**src/rtl/spi_slave_multi.sv**
```systemverilog
// SPI slave for multi-word frames. SCLK, SSEL and MOSI are oversampled on clk,
// and all framing, shifting and handshakes run on the rising edge of clk.
module spi_slave_multi #(
  parameter int WIDTH     = 32,
  parameter int CPOL      = 0,
  parameter int CPHA      = 0,
  parameter int LSB_FIRST = 0,
  parameter int MAX_WORDS = 16,
  localparam int CNT_W    = $clog2(MAX_WORDS + 1)
) (
  input  logic             clk,
  input  logic             rst_n,
  input  logic             spi_sclk,
  input  logic             spi_ssel,
  input  logic             spi_mosi,
  output logic             spi_miso,
  output logic             spi_miso_oe,
  input  logic [WIDTH-1:0] tx_data,
  input  logic             tx_valid,
  output logic             tx_ready,
  output logic             tx_underrun,
  output logic [WIDTH-1:0] rx_data,
  output logic             rx_valid,
  output logic             frame_start,
  output logic             frame_end,
  output logic [CNT_W-1:0] word_count
);
  localparam int               BIT_W     = $clog2(WIDTH);
  localparam logic             SCLK_IDLE = (CPOL != 0);
  localparam logic [BIT_W-1:0] LAST_BIT  = BIT_W'(WIDTH - 1);
  localparam logic [CNT_W-1:0] WC_MAX    = CNT_W'(MAX_WORDS);

  typedef enum logic {IDLE, ACTIVE} state_t;
  state_t state, state_nxt;

  logic sclk_p0, sclk_p1, sclk_p2;
  logic ssel_p0, ssel_p1, ssel_p2;
  logic mosi_p0, mosi_p1;
  logic primed, armed;
  logic sclk_rise, sclk_fall, lead_edge, trail_edge, sample_edge, shift_edge;
  logic ssel_fall, ssel_rise, in_frame, do_sample, do_shift;
  logic start_nxt, end_nxt, load_now;
  logic [WIDTH-1:0] load_word, rx_shift, tx_shift;
  logic [BIT_W-1:0] bit_cnt;
  logic             word_vld_p0;

  function automatic logic [CNT_W-1:0] sat_inc(input logic [CNT_W-1:0] v);
    return (v == WC_MAX) ? v : v + 1'b1;
  endfunction

  // Stage p0/p1: two-flop synchronisers; p2: edge-detect history.
  always_ff @(posedge clk) begin
    if (!rst_n) begin
      sclk_p0 <= SCLK_IDLE;
      sclk_p1 <= SCLK_IDLE;
      sclk_p2 <= SCLK_IDLE;
      ssel_p0 <= 1'b1;
      ssel_p1 <= 1'b1;
      ssel_p2 <= 1'b1;
      mosi_p0 <= 1'b0;
      mosi_p1 <= 1'b0;
      primed  <= 1'b0;
      armed   <= 1'b0;
    end else begin
      sclk_p0 <= spi_sclk;
      sclk_p1 <= sclk_p0;
      sclk_p2 <= sclk_p1;
      ssel_p0 <= spi_ssel;
      ssel_p1 <= ssel_p0;
      ssel_p2 <= ssel_p1;
      mosi_p0 <= spi_mosi;
      mosi_p1 <= mosi_p0;
      primed  <= 1'b1;
      // A frame may only start once SSEL has really been seen high, so a chip
      // select already low at reset release never produces a false start.
      if (primed && ssel_p0)
        armed <= 1'b1;
    end
  end

  assign sclk_rise   = sclk_p1 & ~sclk_p2;
  assign sclk_fall   = ~sclk_p1 & sclk_p2;
  assign lead_edge   = SCLK_IDLE ? sclk_fall : sclk_rise;
  assign trail_edge  = SCLK_IDLE ? sclk_rise : sclk_fall;
  assign sample_edge = (CPHA != 0) ? trail_edge : lead_edge;
  assign shift_edge  = (CPHA != 0) ? lead_edge : trail_edge;
  assign ssel_fall   = ~ssel_p1 & ssel_p2;
  assign ssel_rise   = ssel_p1 & ~ssel_p2;
  // SSEL high (including the cycle of its rising edge) masks any SCLK edge.
  assign in_frame    = (state == ACTIVE) & ~ssel_p1 & ~ssel_fall;
  assign do_sample   = in_frame & sample_edge;
  assign do_shift    = in_frame & shift_edge;

  assign load_word = tx_valid ? tx_data : '0;
  assign load_now  = start_nxt | (do_shift & (bit_cnt == '0) & (word_count != '0));

  always_ff @(posedge clk) begin
    if (!rst_n) state <= IDLE;
    else        state <= state_nxt;
  end

  always_comb begin
    state_nxt = state;
    start_nxt = 1'b0;
    end_nxt   = 1'b0;
    case (state)
      IDLE: begin
        if (ssel_fall && armed) begin
          state_nxt = ACTIVE;
          start_nxt = 1'b1;
        end
      end
      ACTIVE: begin
        if (ssel_rise) begin
          state_nxt = IDLE;
          end_nxt   = 1'b1;
        end
      end
      default: state_nxt = IDLE;
    endcase
  end

  // Stage p0: shift on SPI events; word_vld_p0 marks a completed receive word.
  always_ff @(posedge clk) begin
    if (!rst_n) begin
      frame_start <= 1'b0;
      frame_end   <= 1'b0;
      tx_ready    <= 1'b0;
      tx_underrun <= 1'b0;
      rx_valid    <= 1'b0;
      rx_data     <= '0;
      rx_shift    <= '0;
      tx_shift    <= '0;
      bit_cnt     <= '0;
      word_count  <= '0;
      word_vld_p0 <= 1'b0;
    end else begin
      frame_start <= start_nxt;
      frame_end   <= end_nxt;
      tx_ready    <= load_now & tx_valid;
      tx_underrun <= load_now & ~tx_valid;
      rx_valid    <= word_vld_p0;
      word_vld_p0 <= 1'b0;
      if (word_vld_p0) begin
        rx_data    <= rx_shift;
        word_count <= sat_inc(word_count);
      end
      if (start_nxt) begin
        bit_cnt    <= '0;
        word_count <= '0;
        rx_shift   <= '0;
        tx_shift   <= load_word;
      end else begin
        if (do_sample) begin
          rx_shift <= (LSB_FIRST != 0) ? {mosi_p1, rx_shift[WIDTH-1:1]}
                                       : {rx_shift[WIDTH-2:0], mosi_p1};
          bit_cnt  <= (bit_cnt == LAST_BIT) ? '0 : bit_cnt + 1'b1;
          if (bit_cnt == LAST_BIT)
            word_vld_p0 <= 1'b1;
        end
        if (do_shift) begin
          if (bit_cnt == '0) begin
            if (word_count != '0)
              tx_shift <= load_word;
          end else begin
            tx_shift <= (LSB_FIRST != 0) ? {1'b0, tx_shift[WIDTH-1:1]}
                                         : {tx_shift[WIDTH-2:0], 1'b0};
          end
        end
      end
    end
  end

  assign spi_miso_oe = (state == ACTIVE);
  assign spi_miso    = (state == ACTIVE) &
                       ((LSB_FIRST != 0) ? tx_shift[0] : tx_shift[WIDTH-1]);

endmodule

```
**config.mk**
```make
export PLATFORM = sky130hd
export DESIGN_NAME = spi_slave_multi
export DESIGN_NICKNAME = d
export VERILOG_FILES = /design/src/rtl/spi_slave_multi.sv
export SDC_FILE = /design/constraint.sdc
export NUM_CORES = 1
export LEC_CHECK = 0
export ABC_AREA = 1
export ABC_CLOCK_PERIOD_IN_PS = 1890
export BUFFER_PORTS_ARGS = -buffer_cell sky130_fd_sc_hd__buf_2
export CAP_MARGIN = 20
export CORE_MARGIN = 2
export CORE_UTILIZATION = 57
export CTS_BUF_LIST = sky130_fd_sc_hd__clkbuf_8 sky130_fd_sc_hd__clkbuf_16
export CTS_CLUSTER_SIZE = 30
export DETAILED_ROUTE_END_ITERATION = 8
export GPL_TIMING_DRIVEN = 0
export PLACE_DENSITY = 0.76
export SLEW_MARGIN = 20
export SYNTH_ARGS = -nofsm -noshare
export SYNTH_HDL_FRONTEND = slang
export SYNTH_SLANG_ARGS = --single-unit
```
**constraint.sdc**
```tcl
create_clock -name clk -period 1.89 [get_ports clk]
set_clock_uncertainty 0.15 [all_clocks]
set_input_delay 0.189 -clock clk [delete_from_list [all_inputs] [get_ports clk]]
set_output_delay 0.189 -clock clk [all_outputs]
set_load 0.01 [all_outputs]
```
; ---- Yosys cells after proc, flatten, opt, wreduce, memory -nomap -nowiden
; Index checks and enable logic that the tools add are counted.
; W data, S select, Z words.
[totals]
register_bits = 123
in_bits = 38
out_inout_bits = 44
elab_cells = 74
[op_classes]
n_addsub = 2
eq_ne = 3
mux = 13
bitwise_logic = 24
n_reduce_logical = 10
[ops]
columns = operator, n
row1 = $mux W32, 5
row2 = $and A1 B1 Y1, 13
row3 = $add A5 B1 Y5 const B, 2
row4 = $eq A5 B5 Y1 const B, 2
row5 = $not A1 Y1, 10
row6 = $mux W1, 6
row7 = $reduce_and A2 Y1, 3
row8 = $logic_not A5 Y1, 1
row9 = $mux W5, 1
row10 = $reduce_bool A5 Y1, 1
row11 = $ne A3 B2 Y1 const B, 1
row12 = $reduce_or A3 Y1, 1
row13 = $logic_and A1 B1 Y1, 2
row14 = $pmux W1 S2, 1
row15 = $reduce_bool A2 Y1, 1
row16 = $reduce_or A2 Y1, 1
row17 = $or A1 B1 Y1, 1

; ---- Depth between registers and ports, before layout
[depth]
ltp_word = 9
depth_mapped = 12

; ---- Least setup slack after synthesis
; Ideal clock, no wire load.
[synth_timing]
kind = reg2reg
start = register bit_cnt[0]
end = register tx_shift[28]
setup_ns = 0.113
arrival_time_ns = 1.325
t_required_ns = 1.627
slack_ns = 0.302
path_stages_with_launch = 11
synth_period_minus_slack_ns = 1.588
path_cell_list = dfxtp_1 > inv_1 > ha_1 > inv_1 > nor2_1 > nand2_2 > o21ai_2 > buf_6 > nand3_1 > nand2_1 > nor2_1
[synth_via]
elab_chain_cells = 4
word_cells_on_any_way = 6
[synth_lines]
columns = item, line_no
row1 = start: declaration, 44  ; logic [BIT_W-1:0] bit_cnt;
row2 = start signal: assignment, 157  ; bit_cnt <= (bit_cnt == LAST_BIT) ? '0 : bit_cnt + 1'b1;
row3 = $logic_not A5 Y1 *, 162  ; if (bit_cnt == '0) begin
row4 = $mux W32, 162
row5 = $mux W32, 161  ; if (do_shift) begin
row6 = $mux W32, 148  ; if (start_nxt) begin
row7 = end signal: assignment, 152  ; tx_shift <= load_word;
row8 = end signal: assignment, 164  ; tx_shift <= load_word;
row9 = end signal: assignment, 166  ; tx_shift <= (LSB_FIRST != 0) ? {1'b0, tx_shift[WIDTH-1:1]}
row10 = end: declaration, 43  ; logic [WIDTH-1:0] load_word, rx_shift, tx_shift;
; Every way passes the cells marked *; elsewhere a longest branch is shown, timed or not. The select of a mux whose other input is x is not followed.
; A chain may end at the register's enable or synchronous reset.

; ---- Worst setup path in the final report
[layout_timing]
start = register bit_cnt[0]
end = register tx_shift[2]
; The elaborated chain is that of the path after synthesis.

==> qor.yml <==
result_of_the_run: "complete, no violations"
reg2reg_depth: 11
n_antenna_cell: 0
drc_errors: 0
reg2reg_slack_ps: 160
post-place-cells: 988
synthesis.nets: 840
design.die.area_um2: 10300
detail_route.wirelength_mm: 12.5
sw_frac_of_total: 0.221
postLayoutCoreUtil: 0.753
fmax_ghz: 0.578
clk_latency_ps: 520
io-pin-count: 82
root_buffer: "clkbuf_8"
setup_total_negative_slack_ps: 0
ys_ff_latch: 123
synthTopCellsByArea: "dfxtp_1 46%, nor2_1 14%, nand2_1 11%"
timing.critical_path.required_ps: 2150
worst_ep_arrival_time_ps: 1990
die_width_um: 101
cp-endpoint: "tx_shift[2]"
htree_num_levels: 4
pin_count_of_the_biggest_net_entering_global_routing: 17
detail-route-antenna-nets: 0
number_of_different_library_cells_in_the_post_synthesis_netlist: 29
yosysWarnings: 0
syn-cell-area_um2: 5390
routed-via-count: 5166
synthesis.instances: 797
area_growth_from_synthesis_to_layout_pct: 28.5
share_comb_of_total_power: 0.051
maxCapViolations: 0
cp_capture_type: "flop"
coreArea_um2: 9200
crit_path_cells: "inv_2 > ha_1 > inv_1 > nor2_4 > nand2_4 > nor2_1 > nand2_1 > nand2_2 > buf_6 > nor2_1 > nor2_1"
grt_pass1_vias: 4965
global_route.usage.total: 0.253
placed_area_um2: 5930
fin_worst_hold_slack_ps: 31.9
via_per_instance_ratio: 4.89
grt-ovfl-total: 0
worst_setup_hold_path_clk_slew_ps: 60
most_frequently_used_flop_master_after_synthesis: "dfxtp_1"
first_iter_violations: 239
start_kind: "flop"
number_of_buffers_added_for_setup_after_cts: 0
design.final.nets: 975
start_util: 0.586
p_per_area_nw_per_um2: 900
part_of_the_total_power_dissipated_in_the_clock_network: 0.527
hp-class: "in2reg"
crit-reg2reg-launch: "bit_cnt[0]"
critical_path.reg2reg.endpoint: "tx_shift[2]"
routed_wire_length_per_instance_um: 11.8
crit_path_max_incr_delay_ps: 370
buffer_ports.inserted: 80
grt_pass1_wl_mm: 20.9
dp.final_hpwl_mm: 8.25
worst-path-max-fanout: 10
timing.hold.worst.start: "tx_data[1]"
cts_inserted_buffers: 17
vdd_ir_drop_max_mv: 0.695
synthDominantAreaCellType: "dfxtp_1"
min_period_ps: 1730
seq_power_share: 0.422
dp_worst_setup_slack_ps: 58.3
worst_path_max_delay_cell: "dfxtp_1"
critPathMostFrequentCell: "nor2_1"
total_setup_violations_reported_at_the_end_of_the_flow: 0
synthesis.area_per_instance_um2: 6.77
timing_worst_slew_pin_value_ps: 475
final_cells: 1056
antenna_violations_before_repair: 0
finish.instance_area_um2: 6930
synth_enable_flop_cells: 0
report.final.slew_viol_count: 0
synth_async_sr_flop_share: 0
die_h_um: 101
drt_pass1_iterations: 5
finalHoldViolations: 0
worstSetupPathType: "reg2reg"
clockBufferDepth: 2
slew-limit-headroom: 0.683
netlist.area_leader.share: 0.457
fp-row-count: 35
leakage_nw: 3.71
gp_routability_congestion: 0.830
cts_sinks: 123
final_cycle_share: 0.915
power_mw: 6.24
p_switching_mw: 1.38
tritoncts: "done"
fraction_of_final_layout_cells_sized_beyond_drive_strength_1: 0.167
internal_power_mw: 4.86
fin_ws_ps: 161
critPathLaunch: "bit_cnt[0]"
share_of_synthesized_area_occupied_by_flip_flops_and_latches: 0.457
synth.cells.most_frequent: "208 x nor2_1, 152 x nand2_1, 123 x dfxtp_1"
leading_cell_type_by_number_of_instances_after_synthesis: "nor2_1"
[flip-flops by register name, summed over array words and instances, names as in the netlist]
register / flops
armed: 1
ssel_p0: 1
sclk_p0: 1
rx_valid: 1
rx_data: 32
mosi_p1: 1
ssel_p1: 1
rx_shift: 32
tx_underrun: 1
word_vld_p0: 1
frame_end: 1
sclk_p2: 1
ssel_p2: 1
tx_shift: 32
tx_ready: 1
frame_start: 1
bit_cnt: 5
spi_miso_oe: 1
primed: 1
word_count: 5
mosi_p0: 1
sclk_p1: 1
[final cells by class]
class | count | area [um^2]
flip-flops and latches | 123 | 2460
multi-input cells | 535 | 2340
fillers | 704 | 2270
repair buffers | 115 | 751
clock buffers | 19 | 442
inverters | 93 | 349
plain buffers | 47 | 280
clock inverters | 13 | 165
well taps | 111 | 139
[layer usage]
metal  wire [um]  track usage  vias to the layer above
li1            -            -                     2711
met4         240        0.104                        0
met1        5520        0.292                     2306
met3         504       0.0552                       22
met5           0            0                        -
met2        6210        0.452                      127
[cells in the final DEF, fill, tap and decap left out, drive strengths merged, types with 4 or more instances in the layout]
| cell type | count |
|---|---|
| nand3 | 70 |
| o21ai | 71 |
| nand2 | 157 |
| clkbuf | 38 |
| clkinv | 4 |
| dlygate4sd3 | 35 |
| a21oi | 9 |
| nor2 | 212 |
| buf | 108 |
| inv | 96 |
| ha | 5 |
| dfxtp | 123 |
[kinds of logic after synthesis]
kind of cell	after synthesis	synth area share
adder cells (fa/ha/maj)	5	0.0116
flip-flops	123	0.457
XOR/XNOR	3	0.00487
AO/OA/AOI/OAI	82	0.0777
AND/OR/NAND/NOR	444	0.334
buffers and inverters	140	0.115
[power by group through the flow]
stage / sequential [mW] / combinational (mW) / clock [mW]
final: 2.63 / 0.317 / 3.29
after global routing: 2.63 / 0.359 / 3.44
after CTS: 2.63 / 0.313 / 3.31
after detailed placement: 2.69 / 0.254 / 0
after global placement: 2.69 / 0.249 / 0
after floorplan: 2.69 / 0.176 / 0
[what timing repair did]
| item | CTS | global route |
|---|---|---|
| gates resized for setup | 0 | 10 |
| hold buffers | 35 | 0 |
| endpoints found under the setup margin | 0 | 31 |
| endpoints found under the hold margin | 36 | 0 |
[critical path, delay by kind of cell, from the launching register on]
kind | cells | cell delay, ps
flip-flops | 1 | 370
buffers and inverters | 3 | 320
AND/OR/NAND/NOR | 7 | 600
adder cells (fa/ha/maj) | 1 | 180
[worst min-delay path by stage]
stage | slack (ps) | depth (start not counted) | to
6_report | 30 | 7 | tx_shift[1]
5_1_grt | 40 | 7 | tx_shift[1]
3_5_place_dp | 170 | 1 | primed
3_3_place_gp | 170 | 1 | primed
4_1_cts | 10 | 7 | tx_shift[1]
2_1_floorplan | 70 | 0 | primed
No activity file was read; power rests on OpenSTA's default activity.
